===== src/rtl/add128_seq.sv =====
// add128_seq: multi-cycle W-bit adder that reuses one CHUNK-bit adder slice.
// It latches both operands, adds one chunk per cycle from LSB to MSB with a
// registered inter-chunk carry, and then holds the result behind a valid/ready
// handshake.
//
// Optional feature macro: ADD128_SUB_EN. When it is defined, the `sub` port
// exists and requests A - B - cin in two's complement.
//
// Ports:
//   clk        in   rising-edge clock
//   rst        in   synchronous active-high reset
//   in_valid   in   operands present
//   in_ready   out  idle and able to accept
//   a, b       in   W-bit operands
//   cin        in   carry into bit 0
//   sub        in   (ADD128_SUB_EN only) subtract request
//   out_valid  out  result held
//   out_ready  in   consumer takes result
//   s          out  W-bit sum
//   cout       out  carry out of bit W-1
//   busy       out  operation in RUN or DONE
module add128_seq #(
   parameter int unsigned W     = 128,
   parameter int unsigned CHUNK = 24
) (
   input  logic         clk,
   input  logic         rst,
   input  logic         in_valid,
   output logic         in_ready,
   input  logic [W-1:0] a,
   input  logic [W-1:0] b,
   input  logic         cin,
`ifdef ADD128_SUB_EN
   input  logic         sub,
`endif
   output logic         out_valid,
   input  logic         out_ready,
   output logic [W-1:0] s,
   output logic         cout,
   output logic         busy
);

   localparam int unsigned BEATS  = (W + CHUNK - 1) / CHUNK;
   localparam int unsigned LAST_W = W - (BEATS - 1) * CHUNK;
   localparam int unsigned KW     = (BEATS > 1) ? $clog2(BEATS) : 1;
   localparam logic [CHUNK-1:0] LAST_MASK = {CHUNK{1'b1}} >> (CHUNK - LAST_W);

   typedef enum logic [1:0] {IDLE, RUN, DONE} state_t;

   state_t         state;
   logic [KW-1:0]  k;
   logic [W-1:0]   a_q;
   logic [W-1:0]   b_q;
   logic           carry;

   logic [W-1:0]   b_eff;
   logic           cin_eff;
   logic [31:0]    shift;
   logic [CHUNK-1:0] a_chunk;
   logic [CHUNK-1:0] b_chunk;
   logic [CHUNK:0]   chunk_sum;
   logic [CHUNK-1:0] chunk_bits;
   logic           last_beat;
   logic           carry_next;
   logic [W-1:0]   s_next;

   // Operand conditioning at acceptance: subtraction adds ~B with inverted carry-in.
   always_comb begin
      b_eff   = b;
      cin_eff = cin;
`ifdef ADD128_SUB_EN
      if (sub) begin
         b_eff   = ~b;
         cin_eff = ~cin;
      end
`endif
   end

   // One beat of the shared slice. The latched operands have zeros above bit
   // W-1, so the final narrow beat sees zero-extended chunks and its carry
   // must be picked from bit LAST_W rather than bit CHUNK.
   always_comb begin
      shift      = 32'(k) * CHUNK;
      a_chunk    = CHUNK'(a_q >> shift);
      b_chunk    = CHUNK'(b_q >> shift);
      chunk_sum  = (CHUNK+1)'(a_chunk) + (CHUNK+1)'(b_chunk) + (CHUNK+1)'(carry);
      last_beat  = (k == KW'(BEATS - 1));
      carry_next = last_beat ? chunk_sum[LAST_W] : chunk_sum[CHUNK];
      chunk_bits = last_beat ? (chunk_sum[CHUNK-1:0] & LAST_MASK) : chunk_sum[CHUNK-1:0];
      // s is cleared at acceptance, so OR-ing the new chunk in places it.
      s_next     = s | (W'(chunk_bits) << shift);
   end

   // Control FSM and datapath registers.
   always_ff @(posedge clk) begin
      if (rst) begin
         state     <= IDLE;
         k         <= '0;
         a_q       <= '0;
         b_q       <= '0;
         carry     <= 1'b0;
         in_ready  <= 1'b1;
         out_valid <= 1'b0;
         busy      <= 1'b0;
         s         <= '0;
         cout      <= 1'b0;
      end else begin
         case (state)
            IDLE: begin
               if (in_valid && in_ready) begin
                  a_q      <= a;
                  b_q      <= b_eff;
                  carry    <= cin_eff;
                  k        <= '0;
                  s        <= '0;
                  cout     <= 1'b0;
                  in_ready <= 1'b0;
                  busy     <= 1'b1;
                  state    <= RUN;
               end
            end
            RUN: begin
               s     <= s_next;
               carry <= carry_next;
               if (last_beat) begin
                  k         <= '0;
                  cout      <= carry_next;
                  out_valid <= 1'b1;
                  state     <= DONE;
               end else begin
                  k <= k + KW'(1);
               end
            end
            DONE: begin
               if (out_ready) begin
                  out_valid <= 1'b0;
                  busy      <= 1'b0;
                  in_ready  <= 1'b1;
                  state     <= IDLE;
               end
            end
            default: begin
               state     <= IDLE;
               in_ready  <= 1'b1;
               out_valid <= 1'b0;
               busy      <= 1'b0;
            end
         endcase
      end
   end

endmodule


===== config.mk =====
export PLATFORM = sky130hd
export DESIGN_NAME = add128_seq
export DESIGN_NICKNAME = d
export VERILOG_FILES = /design/src/rtl/add128_seq.sv
export SDC_FILE = /design/constraint.sdc
export NUM_CORES = 1
export LEC_CHECK = 0
export ABC_AREA = 1
export CORE_MARGIN = 5
export CORE_UTILIZATION = 31
export DETAILED_ROUTE_END_ITERATION = 6
export PLACE_DENSITY_LB_ADDON = 0.3
export SETUP_SLACK_MARGIN = 0.5
export SLEW_MARGIN = 20
export SYNTH_ARGS = -nofsm -noshare
export SYNTH_HDL_FRONTEND = slang
export SYNTH_SLANG_ARGS = --single-unit

===== constraint.sdc =====
create_clock -name clk -period 3.7 [get_ports clk]
set_input_delay 0.74 -clock clk [delete_from_list [all_inputs] [get_ports clk]]
set_output_delay 0.74 -clock clk [all_outputs]
set_load 0.02 [all_outputs]

After elaboration in Yosys (flattened, before gate mapping)
Cells that the tools add are included.

storage, ports and cells
  register bits after elaboration = 394
  word-level logic and storage cells = 58

cells by class
  multiply operators = 1
  muxes and demuxes = 23
  eq/ne operators = 6
  bitwise operators = 3
  shift-type cells = 3
  reductions and logical operators = 9
  $add $sub $neg = 3

operators by type and width
  operator                                          number
  one-hot mux 128 bit (2 select lines)              1
  >> shifter 128 x 8 -> 24 bit                      2
  two-way mux 128 bit                               1
  OR 128 bit                                        1
  << shifter 24 x 8 -> 128 bit                      1
  adder 24 x 24 -> 25 bit                           1
  adder 25 x 1 -> 25 bit                            1
  two-way mux 24 bit                                1
  AND reduction 3 bit                               4
  one-hot mux 1 bit (3 select lines)                3
  two-way mux 1 bit                                 8
  two-way mux 2 bit                                 3
  two-way mux 3 bit                                 2
  inequality test 2 bit, second input constant      3
  one-hot mux 2 bit (3 select lines)                1
  one-hot mux 3 bit (2 select lines)                1
  multiplier 3 x 2 -> 5 bit, second input constant  1
  one-hot mux 1 bit (2 select lines)                2
  AND reduction 2 bit                               2
  adder 3 x 1 -> 3 bit, second input constant       1
  == test 3 bit, second input constant              1
  == test 2 x 1 -> 1 bit, second input constant     1
  == test 2 bit, second input constant              1
  zero test 2 bit                                   1
  3 further kinds                                   4

Longest topological paths before layout
Gate-level depths: netlist (run 1).

  depth in word-level cells = 8
  depth in mapped cells = 26
  depth with buffers taken out = 23

Worst setup path after synthesis (run 1)
Ideal clock, no wire load.

  kind = register to register
  start = reg k[0]
  end = reg s[96]
  stages on the path, launching flop included = 22
  path slack = 306 ps
  clock period less this slack = 3394 ps
  data arrival time = 3324 ps
  library setup time = 70 ps
  required time = 3630 ps
  cells stage by stage = dfxtp_1 -> buf_2 -> inv_1 -> buf_2 -> clkbuf_1 -> o21ai_0 -> o22ai_1 -> nand2_1 -> o21ai_0 -> fa_1 -> fa_1 -> nand3_1 -> nand3_2 -> nand2_1 -> nand2_2 -> xor2_2 -> inv_1 -> o21ai_2 -> nand2_2 -> o21ai_2 -> nand3_1 -> a21oi_1

on the way
  longest elaborated chain between the ends = 8

ends and longest elaborated chain
  element                                          line    RTL
  start: declaration                               51      logic [KW-1:0] k;
  start signal: assignment                         131     k <= k + KW'(1);
  multiplier 3 x 2 -> 5 bit                        83      shift = 32'(k) * CHUNK;
  >> shifter 128 x 8 -> 24 bit (on tied branches)  84, 85
  adder 24 x 24 -> 25 bit                          86      chunk_sum = (CHUNK+1)'(a_chunk) + (CHUNK+1)'(b_chunk) + (CHUNK+1)'(carry);
  adder 25 x 1 -> 25 bit                           86
  two-way mux 24 bit                               89      chunk_bits = last_beat ? (chunk_sum[CHUNK-1:0] & LAST_MASK) : chunk_sum[CHUNK-1:0];
  << shifter 24 x 8 -> 128 bit *                   91      s_next = s | (W'(chunk_bits) << shift);
  OR 128 bit *                                     91
  one-hot mux 128 bit (2 select lines) *           108     case (state)
  end signal: assignment                           123     s <= s_next;
  end: declaration                                 38      output logic [W-1:0] s,

Mark *: on every way between the ends. The rest lies on a longest branch, timed or not.
A chain may end at the register's enable or synchronous reset.

Worst setup path after layout (run 1)
  start = reg k[0]
  end = reg s[120]

The elaborated chain is that of the path after synthesis.

==> results of run 1 <==
[worst max-delay path, cell delays in order (launching register included)]
cell     delay, ns
dfxtp_4       0.38
buf_8         0.15
buf_12        0.14
buf_16        0.14
o21ai_2       0.12
o21ai_2       0.08
fa_2          0.42
fa_2          0.42
nand3_2       0.12
nand3_4       0.09
nand2_4       0.08
nand2_4       0.06
nand2_2       0.07
nand2_1       0.05
nand2_1       0.09
nand4_1       0.15
nand2_1       0.13
o21ai_2       0.10
nor2_2        0.16
nand2_1       0.10
a21oi_2       0.13
[through the flow]
stage               setup slack (ns)   TNS [ns]  hold WS, ns  instances
finish                        0.4381          0       0.4473       4158
CTS                           0.4667          0       0.4505       4112
floorplan                     0.5208          0       0.4245       2912
detailed placement           0.06531          0       0.4418       4000
global placement           -0.001325  -0.001325       0.4364       4000
global route                  0.3200          0       0.4629       4156
[state kept, by name, summed over array words and instances (netlist names)]
name	count
state	2
cout	1
k	3
s	128
busy	1
b_q	128
in_ready	1
out_valid	1
carry	1
a_q	128
[how the worst min path moves through the flow]
stage                     depth (start not counted)    start  endpoint
after global routing                              2  b_q[70]   b_q[70]
after floorplan                                   2  a_q[56]   a_q[56]
final                                             2  b_q[58]   b_q[58]
after global placement                            2  b_q[64]   b_q[64]
after CTS                                         2  a_q[61]   a_q[61]
after detailed placement                          2  a_q[69]   a_q[69]
[layout by cell type (no fill, tap or decap), types with 5 or more instances in the layout]
master and instances:
nor2_1 523, o21ai_0 425, clkdlybuf4s50_1 392, dfxtp_1 391, nand2_1 285, inv_1 221
a21oi_1 181, nand2_2 106, nand3_1 101, nand4_1 98, buf_4 88, nand3_2 85
clkbuf_16 49, a21oi_2 38, o21ai_2 29, nand2_4 28, nor2_4 26, o21ai_1 26
ha_4 22, nand3_4 18, nor2_2 18, clkbuf_1 16, buf_12 16, diode_2 14
buf_6 13, inv_2 12, o22ai_1 9, clkbuf_8 7, buf_16 7, o22ai_2 6
o21ai_4 6, nand3b_1 5
[layer usage]
| layer | track usage (%) | wire length (um) | vias to the layer above |
|---|---|---|---|
| met4 | 8.836 | 3035 | 6 |
| li1 | - | - | 10360 |
| met3 | 4.757 | 6043 | 157 |
| met1 | 29.89 | 34190 | 9828 |
| met5 | 0 | 46 | - |
| met2 | 34.76 | 37240 | 775 |
[power breakdown]
group | leakage, nW | switching (mW) | internal [mW]
registers | 3.23 | 0.192 | 4.57
logic | 7.24 | 2.68 | 1.70
clock network | 0.700 | 1.85 | 2.60
total | 11.2 | 4.72 | 8.87
[timing repair]
action | 4_1_cts | 5_1_grt
gates resized for setup | 192 | 347
cloned | 7 | 4
buffers inserted | 26 | 28
pin swaps | 46 | 110
endpoints found under the setup margin | 123 | 130
[kinds of logic (layout without fill, tap and decap cells)]
logic type,after synthesis,in the layout
compound gates,730,730
xor+xnor,8,8
flops,394,394
buf+inv,447,842
other cells,0,14
fa+ha+maj,29,29
simple gates,1304,1304
[final cells by class]
cell class | instances | area (sq um) | share of cell area (%)
multi-input cells | 2071 | 11740 | 41.17
repair buffers | 524 | 5421 | 19.02
clock inverters | 11 | 158.9 | 0.5574
clock buffers | 68 | 1282 | 4.498
well taps | 837 | 1047 | 3.673
flip-flops and latches | 394 | 7896 | 27.70
inverters | 238 | 920.9 | 3.230
diodes | 14 | 35.03 | 0.1229
repair inverters | 1 | 8.758 | 0.03072
==> impl_metrics.json, run 1 <==
{
  "number_of_enable_flip_flop_cells_after_synthesis": 0,
  "power.total_mw": 13.59,
  "synth_top_family_by_area": "simple AND/OR/NAND/NOR gates",
  "r2r_slack_ns": 0.44,
  "post_synth_inst_count": 2912,
  "status": "finished clean",
  "rr_endpoint": "s[120]",
  "synthArstFlopShare_pct": 0,
  "avgSynthCellArea_sq_um": 6.649,
  "cp_data_required_time_ns": 4.20,
  "cts-buffers-inserted": 45,
  "synth_top_cell_area_share_pct": 40.74,
  "grt_start_max_net_pins": 228,
  "synthTopCellsByCount": "nor2_1, o21ai_0, nand2_1",
  "postPlaceCellArea_sq_um": 24270,
  "detail-route-antenna-nets": 0,
  "synth_warnings": 0,
  "worstPathArrival_ns": 3.76,
  "n_fill_cell": 6195,
  "first_pass_grt_wire_length_mm": 117.4,
  "gp_congestion": 0.9437,
  "final_std_cell_area_no_fill_sq_um": 28510,
  "worst_hold_path_type": "flop to flop",
  "tightestPinTransition_ns": 0.9684,
  "capturing_element_type_of_the_critical_path": "flop",
  "num_vias": 21120,
  "yosys.area_share.simple_pct": 28.81,
  "criticalPathCategory": "flop to flop",
  "drtPass1Iterations": 6,
  "setup_viol_count_final": 0,
  "htree_num_levels": 2,
  "yosysTopAreaCell": "dfxtp_1",
  "worst_setup_hold_path_clk_slew_ns": 0.06,
  "slew_headroom_pct": 35.44,
  "leakage_nw": 11.18,
  "synth.distinct_cells": 37,
  "clock-skew-final_ns": 0.02813,
  "floorplan.die_area_sq_um": 67550,
  "drc_errors": 0,
  "min_period_ns": 3.262,
  "grt_overflow": 0,
  "design.portCount": 393,
  "place.detailed.hpwl_mm": 55.84,
  "cts_tree": "built",
  "crit_path_max_fanout": 7,
  "peakVddDrop_mv": 0.3168,
  "layout-area-overhead-vs-synth_pct": 47.25,
  "fp.dieW_um": 259.9,
  "p_per_area_nw_per_um2": 476.7,
  "final_nets": 3565,
  "drv.max_cap_violation_count": 0,
  "slew_viol_final": 0,
  "die_y_um": 259.9,
  "syn_area_sq_um": 19360,
  "detail_route.wl_per_cell_um": 19.37,
  "detail_route.iter0.violations": 1967,
  "initial_antenna_violation_count": 19,
  "yosysMostFrequentCell": "nor2_1",
  "critPathLaunchType": "flop",
  "worst_skew_late_latency_ns": 0.59,
  "initial_core_util_pct": 31.32,
  "cts_root_buffer": "clkbuf_16",
  "ff2ff_path_depth": 20,
  "finalCritPeriodShare_pct": 88.16,
  "worst_setup_path_startpoint": "k[0]",
  "yosys_most_used_dff": "dfxtp_1",
  "cts_num_sinks": 394,
  "synth_top_area_cells": "dfxtp_1, o21ai_0, nor2_1",
  "finalHoldViolCount": 0,
  "synth.ff_latch_count": 394,
  "design.core.area_sq_um": 61830,
  "final_core_utilization_pct": 46.11,
  "global_route.usage.total_pct": 22.18,
  "timing.critical_path.to": "s[120]",
  "fmaxAchievable_mhz": 306.6,
  "yosys.area_share.xor_xnor_pct": 0.4007,
  "postCtsHoldBufs": 0,
  "unrepaired_setup_endpoints_after_global_routing": "yes",
  "worstReg2RegStart": "k[0]",
  "final_layout_size_suffix_gt1_share_pct": 18.69,
  "synth_fa_ha_area_share_pct": 1.990,
  "post_synth_mux_area_share_pct": 0,
  "synth_compound_area_share_pct": 19.17,
  "synth_fp_nets": 3202,
  "route.detailed.vias_per_inst": 5.080,
  "max-clock-path-buffers": 3,
  "first_global_vias": 19610,
  "io_buffers": 392,
  "postRouteWirelength_mm": 80.56,
  "synth_seq_area_share_pct": 40.74,
  "site_rows": 91
}
Power figures use the tool's default switching activity.
==> run 2, diff against run 1 <==
- SETUP_SLACK_MARGIN: 0.5 -> default
- clock period: 3.7 -> 2.98 ns (I/O delays scaled with it)
==> run 2 against run 1 <==
Against the previous run: combinational power up 31%; final cell count up 2.0%; hold slack worse by 0.0036 ns; register-to-register slack worse by 0.70 ns; fmax is 0.72% higher; routed wire length shrank 1.8%; final area up 2.3%; largest cell class unchanged; the run now ends with setup timing left; clock power grew 27%; sequential share of layout area fell by 0.63 points; global-route usage is essentially flat; count of clock-buffer cells in the layout is 6 lower; setup slack worse by 0.70 ns.
==> impl_metrics.json, run 2 (same netlist as run 1, synthesis figures left out) <==
{
  "critical-path-max-stage-delay_ns": 0.39,
  "critPathLaunchType": "flop",
  "setup_slack_ns": -0.2586,
  "io_buffers": 392,
  "final_nets": 3647,
  "route.detailed.vias_per_inst": 4.989,
  "cts_tree": "built",
  "detail_route.wl_per_cell_um": 18.66,
  "final_core_utilization_pct": 47.16,
  "most-common-layout-cells": "nor2_1, o21ai_0, dfxtp_1, clkdlybuf4s50_1, nand2_1",
  "slew_headroom_pct": 30.21,
  "postRouteWirelength_mm": 79.14,
  "worst_skew_late_latency_ns": 0.60,
  "initial_antenna_violation_count": 16,
  "worst_setup_hold_path_clk_slew_ns": 0.06,
  "seq_area_sq_um": 7893,
  "status": "finished, violations left",
  "drc_errors": 0,
  "drtPass1Iterations": 6,
  "gp_congestion": 0.9490,
  "crit_top_cell": "nand2_1",
  "final_layout_size_suffix_gt1_share_pct": 20.58,
  "worstPathArrival_ns": 3.77,
  "grt_overflow": 0,
  "num_vias": 21150,
  "cts_num_sinks": 394,
  "max-clock-path-buffers": 3,
  "violations_in_the_final_reports": "setup timing",
  "cts_root_buffer": "clkbuf_16",
  "initial_core_util_pct": 31.32,
  "htree_num_levels": 2,
  "global_route.usage.total_pct": 22.16,
  "design.core.area_sq_um": 61830,
  "cp_data_required_time_ns": 3.52,
  "setup_viol_count_final": 121,
  "grt_start_max_net_pins": 164,
  "place.detailed.hpwl_mm": 57.87,
  "site_rows": 91,
  "first_pass_grt_wire_length_mm": 118.2,
  "crit_path_max_fanout": 5,
  "floorplan.die_area_sq_um": 67550,
  "unrepaired_setup_endpoints_after_global_routing": "yes",
  "final_std_cell_area_no_fill_sq_um": 29150,
  "postPlaceCellArea_sq_um": 25320,
  "layout_commonest_cell": "nor2_1",
  "biggestRegsByFlops": "a_q: 128 flops, b_q: 128 flops, s: 128 flops",
  "worst_hold_path_type": "flop to flop",
  "die_y_um": 259.9,
  "capturing_element_type_of_the_critical_path": "flop",
  "min_period_ns": 3.239,
  "fmaxAchievable_mhz": 308.8,
  "detail-route-antenna-nets": 0,
  "peakVddDrop_mv": 0.4765,
  "p_per_area_nw_per_um2": 593.7,
  "fp.dieW_um": 259.9,
  "cts-buffers-inserted": 46,
  "finalCritPeriodShare_pct": 108.7,
  "design.portCount": 393,
  "layout-area-overhead-vs-synth_pct": 50.58,
  "detail_route.iter0.violations": 1611,
  "finalHoldViolCount": 0,
  "first_global_vias": 20090,
  "multiInputGateArea_sq_um": 11740,
  "worst_path_cell_trace": "inv_4 -> buf_12 -> buf_12 -> buf_4 -> nand2_1 -> nand3_2 -> nand3_2 -> nand2_1 -> ha_4 -> nand2_2 -> inv_1 -> nand2_1 -> nor3_2 -> buf_4 -> nand2_4 -> nand3_1 -> nand4_1 -> nand2_1 -> o21ai_2 -> nor2_1 -> nand2_1 -> a21oi_2",
  "drv.max_cap_violation_count": 0,
  "critical_path.slowest_cell": "dfxtp_4",
  "leakage_nw": 11.56,
  "criticalPathCategory": "flop to flop",
  "n_fill_cell": 6140,
  "clock-skew-final_ns": 0.02945,
  "slew_viol_final": 0,
  "tightestPinTransition_ns": 1.047
}
==> run 2: changes by cell type in the layout (fill, tap and decap cells not counted), sizes merged, moves of 2 or more <==
cell / delta
clkinv: +5
clkinvlp: +2
buf: +83
clkbuf: -8
inv: +3
diode: -3
==> run 2: repair_timing <==
action / in CTS / in global routing
endpoints found under the setup margin: 129 / 129
resized for setup: 283 / 220
pin swaps: 67 / 85
hold buffers: 0 / 0
gates cloned: 3 / 1
setup buffers: 22 / 5
==> run 2: cell type report <==
| class | count | share of cell area [%] |
|---|---|---|
| Tap cell | 837 | 3.592 |
| Clock inverter | 21 | 0.7510 |
| Multi-Input combinational cell | 2072 | 40.27 |
| Sequential cell | 394 | 27.07 |
| Antenna cell | 11 | 0.09442 |
| Timing Repair Buffer | 605 | 20.68 |
| Inverter | 238 | 3.116 |
| Clock buffer | 62 | 4.429 |
==> run 2: power by group <==
part | internal (mW) | total (mW) | leakage, nW | switching [mW]
clock | 3.25 | 5.67 | 0.741 | 2.42
combinational | 2.36 | 5.73 | 7.59 | 3.37
sequential | 5.68 | 5.91 | 3.23 | 0.236
total | 11.3 | 17.3 | 11.6 | 6.02
==> run 2: per-stage QoR <==
stage / setup TNS [ns] / power, mW / cells / hold WS (ns) / setup slack [ns]
floorplan: -0.05045 / 8.419 / 2912 / 0.4245 / -0.02523
global placement: -28.36 / 10.59 / 4121 / 0.4345 / -0.3957
detailed placement: -32.68 / 10.61 / 4121 / 0.4377 / -0.4528
CTS: -20.71 / 16.97 / 4225 / 0.4463 / -0.3156
global route: -34.19 / 18.14 / 4238 / 0.4633 / -0.4146
finish: -15.20 / 17.31 / 4240 / 0.4437 / -0.2586
==> run 2: worst max-delay path, delay by kind of cell, from the launching register on <==
family / cells / cell delay (ns)
and+or+nand+nor: 13 / 1.54
adders and majority gates: 1 / 0.32
DFF: 1 / 0.39
buffers and inverters: 6 / 0.72
AOI/OAI and AO/OA: 2 / 0.19
==> run 2: per-layer routing <==
metal  global-route usage, %  up-vias  wire length (um)
met4                   6.972       12              2546
met2                   36.87      632             37220
li1                        -    10510                 -
met1                   29.18     9862             34500
met3                   4.214      137              4810
met5                       0        -                59
==> run 2: path summary, 6_finish.rpt <==
kind / cells after the start / slack, ns / to / start
worst min register to register: 2 / 0.44 / a_q[69] / a_q[69]
worst max register to register: 22 / -0.26 / s[120] / k[0]
worst min-delay path: 2 / 0.44 / a_q[69] / a_q[69]
worst max-delay path: 22 / -0.26 / s[120] / k[0]
